<file path="config.mk">
export PLATFORM = sky130hd
export DESIGN_NAME = pipe_adder
export DESIGN_NICKNAME = d
export VERILOG_FILES = /design/src/rtl/pipe_adder_pkg.sv /design/src/rtl/add_chunk.sv /design/src/rtl/pipe_adder.sv
export SDC_FILE = /design/constraint.sdc
export NUM_CORES = 1
export LEC_CHECK = 0
export BUFFER_PORTS_ARGS = -buffer_cell sky130_fd_sc_hd__buf_2
export CORE_MARGIN = 3
export CORE_UTILIZATION = 55
export DETAILED_ROUTE_END_ITERATION = 12
export PLACE_DENSITY_LB_ADDON = 0.05
export RECOVER_POWER = 100
export SETUP_SLACK_MARGIN = 0.02
export SYNTH_ARGS = -nofsm -noshare
export SYNTH_HDL_FRONTEND = slang
export SYNTH_HIERARCHICAL = 1
export SYNTH_SLANG_ARGS = --single-unit
</file>
<file path="constraint.sdc">
create_clock -name clk -period 3.81 [get_ports clk]
set_input_delay 0 -clock clk [delete_from_list [all_inputs] [get_ports clk]]
set_output_delay 0 -clock clk [all_outputs]
set_load 0.02 [all_outputs]
</file>
<file path="src/rtl/pipe_adder_pkg.sv">
// pipe_adder_pkg: op encodings and chunk-width helper shared by pipe_adder.
// No ports; holds no WIDTH-dependent state.
package pipe_adder_pkg;

  localparam logic OP_ADD = 1'b0;
  localparam logic OP_SUB = 1'b1;

  function automatic int chunk_w(input int width, input int stages);
    return width / stages;
  endfunction

endpackage

</file>
<file path="src/rtl/add_chunk.sv">
// add_chunk: combinational CW-bit adder slice.
// Ports: a, b, c_in -> s, c_out, c_msb_in (carry into the slice MSB).
module add_chunk
  import pipe_adder_pkg::*;
#(
  parameter int CW = 4
) (
  input  logic [CW-1:0] a,
  input  logic [CW-1:0] b,
  input  logic          c_in,
  output logic [CW-1:0] s,
  output logic          c_out,
  output logic          c_msb_in
);

  always_comb begin
    {c_out, s} = {1'b0, a} + {1'b0, b} + {{CW{1'b0}}, c_in};
    // carry into the MSB recovered from the MSB sum bit
    c_msb_in = s[CW-1] ^ a[CW-1] ^ b[CW-1];
  end

endmodule

</file>
<file path="src/rtl/pipe_adder.sv">
// pipe_adder: STAGES-deep pipelined add/sub, valid/ready on both sides.
// Ports: clk, rst_n, in_valid/in_ready, a, b, cin, sub,
//   out_valid/out_ready, sum, cout, ovf.
// Option: define PIPE_ADDER_SAT_EN to clamp sum on signed overflow.
module pipe_adder
  import pipe_adder_pkg::*;
#(
  parameter int WIDTH  = 16,
  parameter int STAGES = 4
) (
  input  logic             clk,
  input  logic             rst_n,
  input  logic             in_valid,
  output logic             in_ready,
  input  logic [WIDTH-1:0] a,
  input  logic [WIDTH-1:0] b,
  input  logic             cin,
  input  logic             sub,
  output logic             out_valid,
  input  logic             out_ready,
  output logic [WIDTH-1:0] sum,
  output logic             cout,
  output logic             ovf
);

  localparam int CW = chunk_w(WIDTH, STAGES);

`ifdef PIPE_ADDER_SAT_EN
  localparam logic [WIDTH-1:0] SAT_POS = {WIDTH{1'b1}} >> 1;
  localparam logic [WIDTH-1:0] SAT_NEG = ~SAT_POS;
`endif

  logic [STAGES-1:0] v_q, v_d, ld, en;
  logic [STAGES-1:0] src_v, src_c;
  logic [STAGES-1:0] c_q, c_d;
  logic              ovf_q, ovf_d;

  logic [WIDTH-1:0] a_q [STAGES];
  logic [WIDTH-1:0] b_q [STAGES];
  logic [WIDTH-1:0] s_q [STAGES];
  logic [WIDTH-1:0] a_d [STAGES];
  logic [WIDTH-1:0] b_d [STAGES];
  logic [WIDTH-1:0] src_s [STAGES];
  logic [WIDTH-1:0] s_d [STAGES];
  logic [CW-1:0]    ch_s [STAGES];
  logic             ch_cm [STAGES];

  for (genvar k = 0; k < STAGES; k++) begin : g_st
    if (k == 0) begin : g_first
      // subtract folds into add: ~b and inverted borrow-in
      assign a_d[k]   = a;
      assign b_d[k]   = (sub == OP_SUB) ? ~b : b;
      assign src_s[k] = '0;
      assign src_c[k] = (sub == OP_SUB) ? ~cin : cin;
      assign src_v[k] = in_valid;
    end else begin : g_next
      assign a_d[k]   = a_q[k-1];
      assign b_d[k]   = b_q[k-1];
      assign src_s[k] = s_q[k-1];
      assign src_c[k] = c_q[k-1];
      assign src_v[k] = v_q[k-1];
    end

    add_chunk #(.CW(CW)) u_chunk (
      .a        (a_d[k][k*CW +: CW]),
      .b        (b_d[k][k*CW +: CW]),
      .c_in     (src_c[k]),
      .s        (ch_s[k]),
      .c_out    (c_d[k]),
      .c_msb_in (ch_cm[k])
    );
  end

  // stage k may load if it or any stage after it has room
  always_comb begin
    logic f;
    f = out_ready;
    ld = '0;
    for (int k = STAGES-1; k >= 0; k--) begin
      f = f | ~v_q[k];
      ld[k] = f;
    end
  end

  assign in_ready = ld[0];

  always_comb begin
    en = '0;
    v_d = v_q;
    for (int k = 0; k < STAGES; k++) begin
      en[k]  = ld[k] & src_v[k];
      v_d[k] = ld[k] ? src_v[k] : v_q[k];
      s_d[k] = src_s[k];
      s_d[k][k*CW +: CW] = ch_s[k];
    end
    ovf_d = ch_cm[STAGES-1] ^ c_d[STAGES-1];
`ifdef PIPE_ADDER_SAT_EN
    if (ovf_d) begin
      s_d[STAGES-1] = c_d[STAGES-1] ? SAT_NEG : SAT_POS;
    end
`endif
  end

  always_ff @(posedge clk or negedge rst_n) begin
    if (!rst_n) begin
      v_q   <= '0;
      c_q   <= '0;
      ovf_q <= 1'b0;
      for (int k = 0; k < STAGES; k++) begin
        a_q[k] <= '0;
        b_q[k] <= '0;
        s_q[k] <= '0;
      end
    end else begin
      v_q <= v_d;
      for (int k = 0; k < STAGES; k++) begin
        if (en[k]) begin
          a_q[k] <= a_d[k];
          b_q[k] <= b_d[k];
          s_q[k] <= s_d[k];
          c_q[k] <= c_d[k];
        end
      end
      if (en[STAGES-1]) begin
        ovf_q <= ovf_d;
      end
    end
  end

  assign out_valid = v_q[STAGES-1];
  assign sum       = s_q[STAGES-1];
  assign cout      = c_q[STAGES-1];
  assign ovf       = ovf_q;

endmodule

</file>
======== Word-level counts from Yosys, hierarchy flattened ========
Index checks and enable logic that the tools add are counted.
operators by class
  add/sub/neg operators ................... 8
  muxes and demuxes ....................... 2
  bitwise gates (word level) .............. 17
operators with widths
  operator       number
  $add A4 B4 Y5  4
  $add A5 B1 Y5  4
  $mux W16       1
  $not A16 Y16   1
  $not A1 Y1     5
  $and A1 B1 Y1  4
  $or A1 B1 Y1   4
  $xor A1 B1 Y1  3
  $mux W1        1
storage, ports and cells
  register bits ........................... 145
  input port bits ......................... 38
  logic and storage cells ................. 46

======== Depth between registers and ports, before layout ========
Gate-level depths: netlist (run 1).
  depth in word-level cells ............... 6
  gate-level depth with buffers ........... 10

======== Modules after synthesis ========
Netlist (run 1), hierarchy kept.
by module, submodules not included
  module      times used  area an instance (µm²)  sequential area each (µm²)  cells each
  pipe_adder  1           3816.2                  2427.3                      231
  add_chunk   4           177.7                   0.0                         19

======== Least setup slack after synthesis (run 1) ========
Ideal clock, no wire load.
  kind .................................... register to register
  start ................................... register a_q, in the netlist a_d[12]
  end ..................................... register ovf_q, in the netlist ovf
  path slack .............................. 1.961 ns
  stages on the path, launching flop included .. 9
  clock period less this slack ............ 1.849 ns
  arrival time ............................ 1.724 ns
  required time ........................... 3.685 ns
  path through ............................ dfrtp_1 -> fa_1 -> inv_1 -> fa_1 -> nor2b_1 -> o21ai_0 -> nand2b_1 -> xor2_1 -> mux2_2
between the ends
  elaborated cells between the ends (all ways) .. 5
  classes of those cells .................. 2 x add/sub; 3 x bitwise
RTL lines
  what                               line               source
  from (decl)                        pipe_adder.sv:38   logic [WIDTH-1:0] a_q [STAGES];
  from (signal, indexed assignment)  pipe_adder.sv:118  a_q[k] <= a_d[k];
  $add A4 B4 Y5                      add_chunk.sv:17    {c_out, s} = {1'b0, a} + {1'b0, b} + {{CW{1'b0}}, c_in};
  $add A5 B1 Y5                      add_chunk.sv:17
  via c_d[3]                         pipe_adder.sv:35   logic [STAGES-1:0] c_q, c_d;
  $xor A1 B1 Y1                      pipe_adder.sv:96   ovf_d = ch_cm[STAGES-1] ^ c_d[STAGES-1];
  to (signal assigned)               pipe_adder.sv:125  ovf_q <= ovf_d;
  to (decl)                          pipe_adder.sv:36   logic ovf_q, ovf_d;
The timed path passes the listed nets, and every way through them passes these cells.
A chain may end at the register's enable or synchronous reset.

======== Final worst setup path (run 1) ========
  start ................................... register v_q[2]
  end ..................................... register b_q, in the netlist b_d[36]
between the ends
  cells in the longest elaborated chain, start to end .. 5
ends and longest elaborated chain
  what                             line               source
  from (decl)                      pipe_adder.sv:33   logic [STAGES-1:0] v_q, v_d, ld, en;
  from (signal assigned)           pipe_adder.sv:115  v_q <= v_d;
  $not A1 Y1                       pipe_adder.sv:80   f = f | ~v_q[k];
  $or A1 B1 Y1 (3 in a row)        pipe_adder.sv:80
  $and A1 B1 Y1                    pipe_adder.sv:91   en[k] = ld[k] & src_v[k];
  to (signal, indexed assignment)  pipe_adder.sv:119  b_q[k] <= b_d[k];
  to (decl)                        pipe_adder.sv:39   logic [WIDTH-1:0] b_q [STAGES];
No other way between the ends.

==> out/results.tsv, run 1 <==
stage	metric	value	unit
cells_and_area	layout cell share with drive strength beyond 1	0.3740	
floorplan	die width	95.93	µm
critical_path	Worst Path Arrival	2.69	ns
cells_and_area	Layout Cells excl Fill	479	
cts	H-tree depth	3	
job	Max-Cap Viols	1	
detailed_routing	routed vias	2429	
power	peak supply drop	0.2524	mV
critical_path	kind of end point of the critical path	register	
timing	clk_skew	0.01333	ns
cts	TritonCTS clock tree	done	
floorplan	# rows	32	
detailed_routing	vias per cell	5.071	
place	DP Wirelength	4.909	mm
power	internal power	2.435	mW
detailed_routing	DR WL/cell	14.78	µm
cts	insertion delay to the later sink of the worst-skew pair	0.35	ns
synthesis	Ys Warns	6	
min_path	Hold/Removal Path Class	in2reg	
timing	Tcrit/Tclk final	0.6455	
synthesis	Syn Nets	356	
power	static leakage	2.278	nW
synthesis	Post-Syn Instances	298	
power	sequential share of power	0.450	
critical_path	Worst EP required	4.04	ns
power	PD cells	704.2	nW/µm²
floorplan	I/O pin total	58	
global_route	initial antenna violation count	0	
timing	f_max	406.6	MHz
cts	CTS Sinks	97	
cts	Reg clk slew, reported paths	0.10	ns
detailed_routing	drt total wl	7.082	mm
cells_and_area	synthesis-to-layout area growth	14.60	%
cells_and_area	fillers	617	
floorplan	DIE AREA	9203	µm²
synthesis	Avg Synthesized Cell Area	14.93	µm²
timing	Hold Vio Cnt, Final	0	
global_route	grt total ovfl	0	
detailed_routing	# DRC	0	
outcome	failing checks	capacitance limit, slew limit	
outcome	status	finished with violations	
place	GP Congestion	0.7454	
critical_path	CP max FO	29	
floorplan	Initial Util	0.5697	
cts	Post-CTS Resized	0	
cts	post-CTS setup repair buffer count	0	
synthesis	mapped cell area	4448	µm²
floorplan	die height	95.93	µm
cts	CTS Root Cell	clkbuf_8	
cts	total CTS buffers	9	
power	Gate power share	0.366	
detailed_routing	TritonRoute pass-1 iters	4	
global_route	first-pass GRT wire length	12.15	mm
global_route	Tot GR Track Use	0.1758	
power	Net Sw Frac	0.3216	
timing	Tmin final	2.459	ns
floorplan	core area	7807	µm²
place	IO Port Bufs	57	
timing	Slew Limit Fails	30	
cells_and_area	ANT cells	0	
global_route	vias in the first global route	2482	
detailed_routing	drt initial violations	47	
power	clock power share	0.184	
critical_path	startpoint type of the worst setup path	register	
timing	setup violators final	0	
cts	clock buffer depth	2	
timing	worst-margin pin slew	1.711	ns
timing	Slew headroom	-0.1475	
cells_and_area	final net count	430	
detailed_routing	post-route ant nets	0	
critical_path	CP Class	reg2reg	
timing	setup TNS	0	ns
timing	RSZ-0062 raised after global routing	false	
global_route	largest net degree at the start of global routing	58	
power	sw power	1.155	mW
place	Inst Count DP	448	
## layer usage
layer,share of wire,wire (µm),global-route usage,up-vias
met5,0,0,0,-
met4,0.011,79,0.07464,0
met2,0.48,3406,0.2721,43
met3,0.037,261,0.03362,6
li1,-,-,-,1163
met1,0.47,3335,0.2438,1217
## critical path, cell delays in order, from the launching register on
cell      delay, ns
dfrtp_1        0.43
and4b_1        0.24
a21boi_2       1.23
mux2_2         0.44
## state kept, by name, summed over array words and instances, names as in the netlist
register / flops
ovf: 1
b_d: 24
s_d: 24
v_q: 4
a_d: 24
sum: 16
c_q: 4
## layout by cell type, fill, tap and decap left out
cell type and instances:
buf_2 36, bufinv_16 1, a21boi_2 1, buf_4 2
xnor2_1 11, nand4b_1 1, xor2_1 18, mux2_4 1
clkinvlp_4 3, ha_1 12, inv_1 16, clkbuf_8 10
clkbuf_1 22, nand3b_1 1, mux2_1 9, mux2_2 83
dlygate4sd3_1 15, nand2_1 4, dfrtp_1 97, nand2b_1 9
fa_1 8, and4b_1 1, nor2b_1 4, o21ai_0 4
a21oi_4 4, a21o_1 4
## through the flow
step | setup WS (ns) | instance area [µm²] | power [mW] | util | hold WS [ns]
floorplan | 1.961 | 4448 | 2.666 | - | -0.2956
global placement | 1.747 | 4816 | 2.946 | 0.6168 | 0.09969
detailed placement | 1.695 | 4816 | 3.013 | 0.6168 | 0.1032
CTS | 1.665 | 5164 | 3.692 | 0.6614 | 0.01508
global route | 1.138 | 5097 | 3.877 | 0.6529 | 0.02675
finish | 1.351 | 5097 | 3.590 | 0.6529 | 0.02719
## area by class of cell
cell class,instances,area (µm²),area share
multi-input combinational,175,1864,0.3657
inverter,16,60.06,0.01178
tap,102,127.6,0.02504
clock buffer,12,145.1,0.02847
sequential,97,2427,0.4762
timing repair buffer,73,420.4,0.08247
clock inverter,4,52.55,0.01031
## power by group through the flow
stage               Sequential, mW  Clock (mW)  Combinational [mW]
detailed placement            1.64           0                1.37
global placement              1.62           0                1.32
global route                  1.68       0.724                1.48
CTS                           1.62       0.685                1.39
floorplan                     1.71           0               0.957
finish                        1.62       0.660                1.31
## worst paths after layout
kind	from	endpoint	slack (ns)	depth (start not counted)
worst max-delay path	v_q[2]	b_d[36]	1.35	3
worst min-delay path	b[6]	b_d[38]	0.03	3
worst max register to register	v_q[2]	b_d[36]	1.35	3
worst min register to register	a_d[45]	a_d[45]	0.49	1
max in group asynchronous	rst_n	s_d[21]	2.56	3
min in group asynchronous	rst_n	ovf	0.25	2
## repair_timing
item                                    in CTS  in global routing
hold buffers                                15                  0
endpoints found under the hold margin       72                  0
endpoints found under the setup margin       0                  0
Power figures use the tool's default switching activity.
==> run 2, diff against run 1 <==
- CORE_UTILIZATION: 55 -> 52
- clock period: 3.81 -> 2 ns (I/O delays scaled with it)
==> run 2 against run 1 <==
The run now ends clean. Non-clock buffer count is 7 higher. Maximum frequency up 32%. Sequential share of layout area decreased by 0.55 points. Clock-buffer cell count down 1. Hold slack gained 0.0014 ns. Total power increased by 91%. Critical path depth up 5. Clock skew shrank 0.0023 ns. Die area rose by 5.4%. First-iteration DRC count decreased by 17%. Critical endpoint is now ovf.
==> out/results.tsv, run 2 (synthesis results as in run 1) <==
stage	metric	value	unit
floorplan	DIE AREA	9699	µm²
min_path	Hold/Removal Path Class	in2reg	
detailed_routing	TritonRoute pass-1 iters	4	
place	IO Port Bufs	57	
floorplan	I/O pin total	58	
timing	Slew headroom	0.1772	
floorplan	Initial Util	0.5386	
power	static leakage	2.320	nW
critical_path	kind of end point of the critical path	register	
power	sequential share of power	0.451	
power	internal power	4.591	mW
timing	setup TNS	0	ns
detailed_routing	routed vias	2453	
critical_path	worst r2r src	a_d[12]	
global_route	vias in the first global route	2645	
timing	Slew Limit Fails	0	
timing	Hold Vio Cnt, Final	0	
cells_and_area	most frequent cells in the layout	dfrtp_1, mux2_2, buf_2	
cts	insertion delay to the later sink of the worst-skew pair	0.35	ns
cells_and_area	ANT cells	0	
place	DP Wirelength	5.016	mm
cts	CTS Root Cell	clkbuf_8	
global_route	largest net degree at the start of global routing	53	
cts	H-tree depth	3	
timing	Tcrit/Tclk final	0.9327	
outcome	status	complete, no violations	
critical_path	Worst EP required	2.24	ns
cells_and_area	commonest non-fill, non-tap cell in the layout	dfrtp_1	
power	peak supply drop	0.5267	mV
floorplan	core area	8258	µm²
cells_and_area	synthesis-to-layout area growth	15.95	%
critical_path	Reg2Reg Depth	8	
cts	Reg clk slew, reported paths	0.09	ns
cts	total CTS buffers	9	
timing	Tmin final	1.865	ns
place	GP Congestion	0.7269	
cts	TritonCTS clock tree	done	
timing	setup violators final	0	
critical_path	Worst Path Arrival	2.10	ns
cells_and_area	post-route cell area	5157	µm²
critical_path	R2R setup slack	0.13	ns
power	PD cells	1331	nW/µm²
power	Power, Total	6.866	mW
critical_path	startpoint type of the worst setup path	register	
critical_path	worst setup path end	ovf	
floorplan	die width	98.49	µm
timing	f_max	536.1	MHz
cells_and_area	layout cell share with drive strength beyond 1	0.3932	
global_route	grt total ovfl	0	
cells_and_area	final net count	437	
critical_path	CP max FO	2	
power	sw power	2.275	mW
floorplan	# rows	33	
power	clock power share	0.176	
timing	clk_skew	0.01102	ns
critical_path	reg2reg end	ovf	
detailed_routing	vias per cell	5.016	
cts	CTS Sinks	97	
global_route	Tot GR Track Use	0.1653	
power	Gate power share	0.373	
timing	worst-margin pin slew	1.234	ns
floorplan	die height	98.49	µm
power	Net Sw Frac	0.3313	
critical_path	CP Class	reg2reg	
detailed_routing	drt initial violations	39	
detailed_routing	post-route ant nets	0	
job	Max-Cap Viols	0	
detailed_routing	DR WL/cell	14.67	µm
timing	Hold WS	0.02861	ns
global_route	initial antenna violation count	0	
cts	clock buffer depth	2	
cells_and_area	fillers	682	
detailed_routing	drt total wl	7.175	mm
critical_path	CP startpoint	a_d[12]	
global_route	first-pass GRT wire length	12.72	mm
detailed_routing	# DRC	0	
timing	RSZ-0062 raised after global routing	false	
place	Area after DPL	4902	µm²
-- run 2: cell types whose count changed in the layout (fill, tap and decap cells not counted), moves of 2 or more --
cell        before  now
fa_2             0    2
clkbuf_2         0    3
clkinvlp_4       3    1
clkinv_4         0    2
fa_1             8    6
-- run 2: area by class of cell --
type	instances	area, µm²	share of cell area
flip-flops and latches	97	2427	0.4706
multi-input cells	175	1877	0.3639
repair buffers	80	471.7	0.09146
clock buffers	11	151.4	0.02935
well taps	105	131.4	0.02547
inverters	16	60.06	0.01164
clock inverters	5	38.79	0.007521
-- run 2: timing repair --
item	4_1_cts	5_1_grt
setup endpoints to repair	1	1
resized for setup	2	1
endpoints found under the hold margin	113	0
cloned	0	0
setup buffers	1	0
hold buffers	15	0
-- run 2: power groups by stage --
| stage | sequential (mW) | combinational [mW] | clock, mW |
|---|---|---|---|
| after global placement | 3.11 | 2.57 | 0 |
| after global routing | 3.20 | 2.89 | 1.33 |
| after CTS | 3.10 | 2.72 | 1.25 |
| final | 3.10 | 2.56 | 1.21 |
| after floorplan | 3.25 | 1.82 | 0 |
| after detailed placement | 3.14 | 2.65 | 0 |
-- run 2: critical path: stages, from the launching register on --
cell and delay (ns):
dfrtp_1 0.41, fa_2 0.39, inv_1 0.08, fa_2 0.20
nor2b_1 0.05, o21ai_1 0.11, nand2b_1 0.09, xor2_1 0.17
mux2_2 0.26
-- run 2: layer usage --
metal / up-vias / track usage / share of wire
met5: - / 0 / 0
met4: 0 / 0.05987 / 0.016
met3: 9 / 0.03185 / 0.039
met2: 45 / 0.2600 / 0.46
met1: 1220 / 0.2316 / 0.49
li1: 1179 / - / -
-- run 2: worst min path at each step --
stage               start      end  slack (ns)  cells after the start
floorplan           rst_n  a_d[12]       -0.30                      0
global placement    rst_n  b_d[13]       -0.09                      1
detailed placement  rst_n  sum[15]       -0.09                      1
CTS                  b[6]  b_d[38]        0.02                      3
global route         b[5]  b_d[37]        0.03                      3
finish               b[7]  b_d[39]        0.03                      3
-- run 2: metrics by stage --
step | util | setup slack (ns) | instances
5_1_grt | 0.6245 | 0.02912 | 489
3_5_place_dp | 0.5936 | 0.03117 | 457
2_1_floorplan | - | 0.1511 | 298
4_1_cts | 0.6364 | 0.07212 | 489
3_3_place_gp | 0.5936 | 0.09188 | 457
6_report | 0.6245 | 0.1346 | 489
